## config.mk

```make
export PLATFORM = sky130hd
export DESIGN_NAME = memory_arbiter
export DESIGN_NICKNAME = d
export VERILOG_FILES = /design/src/rtl/memory_arbiter.sv
export SDC_FILE = /design/constraint.sdc
export NUM_CORES = 1
export LEC_CHECK = 0
export CORE_ASPECT_RATIO = 1.4
export CORE_MARGIN = 1.5
export CORE_UTILIZATION = 35
export DETAILED_ROUTE_END_ITERATION = 7
export PLACE_DENSITY = 0.77
export SLEW_MARGIN = 25
export SYNTH_ARGS = -nofsm -noshare
export SYNTH_HDL_FRONTEND = slang
export SYNTH_SLANG_ARGS = --single-unit
```

## constraint.sdc

```tcl
create_clock -name clock -period 1.5 [get_ports clock]
set_input_delay 0.375 -clock clock [delete_from_list [all_inputs] [get_ports clock]]
set_output_delay 0.375 -clock clock [all_outputs]
set_load 0.02 [all_outputs]
```

## src/rtl/memory_arbiter.sv

```systemverilog
// Purpose : shares one backing-memory port between L1I (read) and L1D (read/write); optional MEMORY_ARBITER_ROUND_ROBIN_EN.
// Latency : grant -> mem_req next cycle; done one cycle after mem_ready (2 cycles minimum); abort after MAX_WAIT busy cycles.
// Backpr. : one transaction at a time; losers see stall while req is high; one dead IDLE cycle after each done pulse.
module memory_arbiter #(
  parameter int ADDR_WIDTH = 32,
  parameter int DATA_WIDTH = 32,
  parameter int MAX_WAIT   = 15
) (
  input  logic                  clock,
  input  logic                  reset,
  input  logic                  l1i_req,
  input  logic [ADDR_WIDTH-1:0] l1i_address,
  input  logic                  l1d_req,
  input  logic                  l1d_write,
  input  logic [ADDR_WIDTH-1:0] l1d_address,
  input  logic [DATA_WIDTH-1:0] l1d_write_data,
  output logic                  mem_req,
  output logic                  mem_write,
  output logic [ADDR_WIDTH-1:0] mem_address,
  output logic [DATA_WIDTH-1:0] mem_write_data,
  input  logic                  mem_ready,
  input  logic [DATA_WIDTH-1:0] mem_read_data,
  output logic [DATA_WIDTH-1:0] output_data,
  output logic                  l1i_done,
  output logic                  l1d_done,
  output logic                  stall_l1i,
  output logic                  stall_l1d,
  output logic                  timeout_error
);

  localparam int CW = $clog2(MAX_WAIT + 1);
  localparam logic GRANT_I = 1'b0;
  localparam logic GRANT_D = 1'b1;

  typedef enum logic [1:0] {IDLE, BUSY_I, BUSY_D} state_t;

  state_t        state, state_next;
  logic          last_grant, last_grant_next;
  logic [CW-1:0] wait_cnt;
  logic          grant_i, grant_d, pick_d, finish, expired;

  // Stall is a pure function of the live request and this cycle's done pulse.
  assign stall_l1i = l1i_req && !l1i_done;
  assign stall_l1d = l1d_req && !l1d_done;

  // Next-state, grant selection and completion/timeout detection.
  always_comb begin
    state_next      = state;
    last_grant_next = last_grant;
    grant_i         = 1'b0;
    grant_d         = 1'b0;
    finish          = 1'b0;
    expired         = 1'b0;
`ifdef MEMORY_ARBITER_ROUND_ROBIN_EN
    // On contention, serve whoever was not served last.
    pick_d = l1d_req && (!l1i_req || last_grant == GRANT_I);
`else
    // Fixed L1D priority; last_grant is tracked but does not steer.
    pick_d = l1d_req;
`endif
    case (state)
      IDLE: begin
        // A done pulse marks the dead slot that lets the finisher drop req.
        if (!(l1i_done || l1d_done) && (l1i_req || l1d_req)) begin
          if (pick_d) begin
            grant_d         = 1'b1;
            state_next      = BUSY_D;
            last_grant_next = GRANT_D;
          end else begin
            grant_i         = 1'b1;
            state_next      = BUSY_I;
            last_grant_next = GRANT_I;
          end
        end
      end
      BUSY_I, BUSY_D: begin
        if (mem_ready) begin
          finish = 1'b1;
        end else if (wait_cnt == CW'(MAX_WAIT - 1)) begin
          // This is the MAX_WAIT-th busy cycle without a response.
          finish  = 1'b1;
          expired = 1'b1;
        end
        if (finish) state_next = IDLE;
      end
      default: state_next = IDLE;
    endcase
  end

  // State and grant-history registers.
  always_ff @(posedge clock) begin
    if (reset) begin
      state      <= IDLE;
      last_grant <= GRANT_I;
    end else begin
      state      <= state_next;
      last_grant <= last_grant_next;
    end
  end

  // Memory-side request latch, wait counter, read-data return and done pulses.
  always_ff @(posedge clock) begin
    if (reset) begin
      mem_req        <= 1'b0;
      mem_write      <= 1'b0;
      mem_address    <= '0;
      mem_write_data <= '0;
      output_data    <= '0;
      l1i_done       <= 1'b0;
      l1d_done       <= 1'b0;
      timeout_error  <= 1'b0;
      wait_cnt       <= '0;
    end else begin
      l1i_done <= 1'b0;
      l1d_done <= 1'b0;
      if (grant_i || grant_d) begin
        // Instruction fetches never write, so their store data is zeroed.
        mem_req        <= 1'b1;
        mem_write      <= grant_d && l1d_write;
        mem_address    <= grant_d ? l1d_address : l1i_address;
        mem_write_data <= grant_d ? l1d_write_data : '0;
        wait_cnt       <= '0;
      end
      if (state != IDLE && !finish) begin
        wait_cnt <= wait_cnt + CW'(1);
      end
      if (finish) begin
        mem_req  <= 1'b0;
        wait_cnt <= '0;
        l1i_done <= (state == BUSY_I);
        l1d_done <= (state == BUSY_D);
        if (expired) begin
          output_data   <= '0;
          timeout_error <= 1'b1;
        end else if (!mem_write) begin
          output_data <= mem_read_data;
        end
      end
    end
  end

endmodule

```

==> results by group <==
Status
  – Status: finished with violations
  – Violated checks: negative setup slack

Worst setup path
  – Critical path peak fanout: 8
  – Data arrival time of the worst path: 1.78 ns
  – Cell with the largest stage delay on the worst path: sky130_fd_sc_hd__dfxtp_2
  – Delay-heaviest family, CP: buffers and inverters
  – Category of the most critical setup path: register to register
  – Crit start category: register
  – Worst-path cell chain: inv_2 > ha_4 > inv_4 > nor4_4 > buf_6 > buf_12 > nor2_2 > a211oi_2
  – Crit path buf inv count: 4
  – Longest individual stage delay on the worst path: 0.33 ns
  – Required time reported for the critical path endpoint: 1.74 ns
  – Crit path capture type: register
  – Depth of the critical timing path with buffers and inverters included: 8
  – Depth of the worst register-to-register path: 8

Flow run
  – Number of maximum-capacitance violations: 0

Layout
  – Fraction of final layout cells with drive strength greater than 1: 25.8%
  – Diodes inserted: 0
  – Final layout net count: 864
  – Area added between synthesis and finish: 85.5%

GRT
  – Overflow left after global routing: 0
  – Number of antenna violations at the first check in global routing: 0
  – GRT Util Overall: 22.1%
  – Global-route wire length before repair: 22000 um
  – Largest net degree at the start of global routing: 54
  – Via count of the first global-routing pass: 4559

STA
  – Share of the cycle needed by the critical path after routing: 103%
  – Unrepaired setup endpoints after global routing: true
  – Final setup fails: 4
  – Worst-case headroom to the max-slew limit: 81.4%
  – Worst clock skew: 0.0101 ns
  – Slew at the pin closest to its max-slew limit: 0.277 ns
  – WHS: 0.354 ns
  – Count of endpoints failing hold in the final timing report: 0
  – Fmax: 0.649 GHz
  – Final worst path period need: 1.54 ns
  – Final number of max-transition violations: 0
  – Worst path setup slack after routing: -0.0417 ns

Pwr
  – Leakage power: 3.39 nW
  – Worst vdd ir: 0.751 mV
  – Power Density: 1110 nW/um^2
  – Total power: 8.68 mW

Synthesis
  – Mapped cell area: 4210 sq um
  – Post-synth top flop: sky130_fd_sc_hd__dfxtp_1
  – Unique cell type count in the Yosys netlist: 31
  – Yosys warnings: 0
  – Number of flops mapped to enable cells by yosys: 0
  – Gate Count Post-Synth: 459
  – Proportion of synthesized chip area in sequential cells: 50.9%
  – Average cell area after synthesis: 9.17 sq um
  – Syn Nets: 598
  – Number of flip-flops and latches in the synthesized netlist: 107
  – Fraction of synthesis flops using an asynchronous set or reset pin: 0%

Floorplan
  – Starting density of the core: 35.8%
  – Core Region: 11800 sq um
  – DIE HEIGHT: 133 um
  – Floorplan die width: 95.7 um
  – Die Footprint: 12700 sq um
  – Number of core rows: 47
  – Total I/O pin count: 237

Clock network
  – Clock tree from TritonCTS: yes
  – Number of buffers on the longest clock path: 2
  – Number of hold buffers added after cts: 0
  – Clock-pin slew reported for the worst setup and hold paths after clock tree synthesis: 0.07 ns
  – Clock root buffer: sky130_fd_sc_hd__clkbuf_16
  – Sink Count: 107
  – Clock latency reported for the late side of the worst-skew pair: 0.34 ns
  – Number of H-tree levels: 3
  – TritonCTS Buffers: 9

Route
  – Initial DRC Count: 129
  – Final antenna-violating net count: 0
  – Drt via density: 5.23
  – Number of detailed-route iterations in the first pass: 5
  – WL/cell: 17.8 um
  – Number of vias in the routed layout: 4586
  – Total DRC errors in the routed layout: 0
  – Routed Wire Length: 15600 um

Place
  – Placer congestion estimate: 0.747
  – Count of input and output buffers: 236
  – HPWL Detailed: 9770 um

Worst hold path
  – Number of instances on the worst hold path: 2
  – Worst hold path type: primary input to register
## kinds of logic (layout without fill, tap and decap cells)
family	after synthesis	in the layout	synth area share (%)
adder cells (fa/ha/maj)	5	5	1.49
buffers and inverters	42	313	5.14
AO/OA/AOI/OAI	143	143	26.5
AND/OR/NAND/NOR	162	162	16.0
flip-flops	107	107	50.9
## cell type report
cell class | instances | area [sq um]
fillers | 953 | 3960
repair buffers | 293 | 3010
multi-input cells | 310 | 2170
flip-flops and latches | 107 | 2150
clock buffers | 11 | 233
well taps | 147 | 184
clock inverters | 5 | 37.5
inverters | 4 | 17.5
## report_power, final
part           switching [mW]  total [mW]  internal (mW)
logic                    1.61        3.18           1.57
clock network            1.06        2.19           1.14
registers               0.171        3.30           3.13
## final timing paths
| path | start | end | slack (ns) |
|---|---|---|---|
| max reg2reg | state[0] | mem_address[1] | -0.04 |
| max | state[0] | mem_address[1] | -0.04 |
| min | reset | output_data[0] | 0.35 |
| min reg2reg | mem_req | mem_req | 0.47 |
## synth_stat cells (3+ instances only)
| master | count | area, sq um |
|---|---|---|
| sky130_fd_sc_hd__a211oi_1 | 5 | 37.5 |
| sky130_fd_sc_hd__a211oi_2 | 28 | 350 |
| sky130_fd_sc_hd__a21oi_1 | 36 | 180 |
| sky130_fd_sc_hd__a22oi_1 | 65 | 488 |
| sky130_fd_sc_hd__buf_2 | 11 | 55.1 |
| sky130_fd_sc_hd__buf_4 | 4 | 30.0 |
| sky130_fd_sc_hd__buf_6 | 4 | 45.0 |
| sky130_fd_sc_hd__clkbuf_1 | 19 | 71.3 |
| sky130_fd_sc_hd__dfxtp_1 | 107 | 2140 |
| sky130_fd_sc_hd__ha_1 | 5 | 62.6 |
| sky130_fd_sc_hd__inv_1 | 3 | 11.3 |
| sky130_fd_sc_hd__nand2_1 | 35 | 131 |
| sky130_fd_sc_hd__nor2_1 | 108 | 405 |
| sky130_fd_sc_hd__nor2b_1 | 4 | 25.0 |
| sky130_fd_sc_hd__o21ai_0 | 3 | 15.0 |
## layer usage
layer / up-vias / wire length, um / global-route usage, % / share of wire, %
li1: 2155 / - / - / -
met1: 2185 / 5570 / 23.7 / 36
met2: 218 / 8270 / 39.6 / 53
met3: 28 / 1350 / 6.38 / 8.7
met4: 0 / 395 / 8.33 / 2.5
met5: - / 0 / 0 / 0
## layout by cell type (no fill, tap or decap), types with 3 or more instances in the layout
cell / instances
sky130_fd_sc_hd__a21oi_1: 22
sky130_fd_sc_hd__dfxtp_2: 6
sky130_fd_sc_hd__buf_16: 4
sky130_fd_sc_hd__a22oi_1: 37
sky130_fd_sc_hd__clkbuf_16: 15
sky130_fd_sc_hd__buf_6: 5
sky130_fd_sc_hd__dfxtp_1: 101
sky130_fd_sc_hd__a21oi_2: 14
sky130_fd_sc_hd__inv_2: 3
sky130_fd_sc_hd__nor2b_1: 3
sky130_fd_sc_hd__nor2_1: 87
sky130_fd_sc_hd__buf_12: 12
sky130_fd_sc_hd__dlygate4sd2_1: 102
sky130_fd_sc_hd__buf_4: 32
sky130_fd_sc_hd__nand2_1: 35
sky130_fd_sc_hd__ha_1: 3
sky130_fd_sc_hd__a211oi_2: 32
sky130_fd_sc_hd__a22oi_2: 28
sky130_fd_sc_hd__clkdlybuf4s50_1: 129
sky130_fd_sc_hd__nor2_2: 20
## timing repair
item | in CTS | in global routing
setup endpoints to repair | 172 | 100
gates resized for setup | 125 | 80
gates cloned | 4 | 7
buffers inserted | 11 | 5
pin swaps | 4 | 30
## flip-flops by register name, summed over array words and instances, names as in the netlist
register and flops:
mem_address 32, mem_write_data 32, output_data 32, wait_cnt 4, state 2, l1d_done 1, l1i_done 1, mem_req 1
mem_write 1, timeout_error 1
## metrics by stage
stage	TNS [ns]	utilization (%)	instances	instance area, sq um	worst slack [ns]
final	-0.103	66.4	877	7800	-0.0417
after global routing	-1.95	66.4	877	7800	-0.0761
after CTS	0	62.1	867	7300	0.00387
after detailed placement	-44.83	59.0	836	6940	-0.613
after global placement	-40.54	59.0	836	6940	-0.549
after floorplan	0	-	459	4210	0.0125
Note: power is estimated with default switching activity, not from simulation.
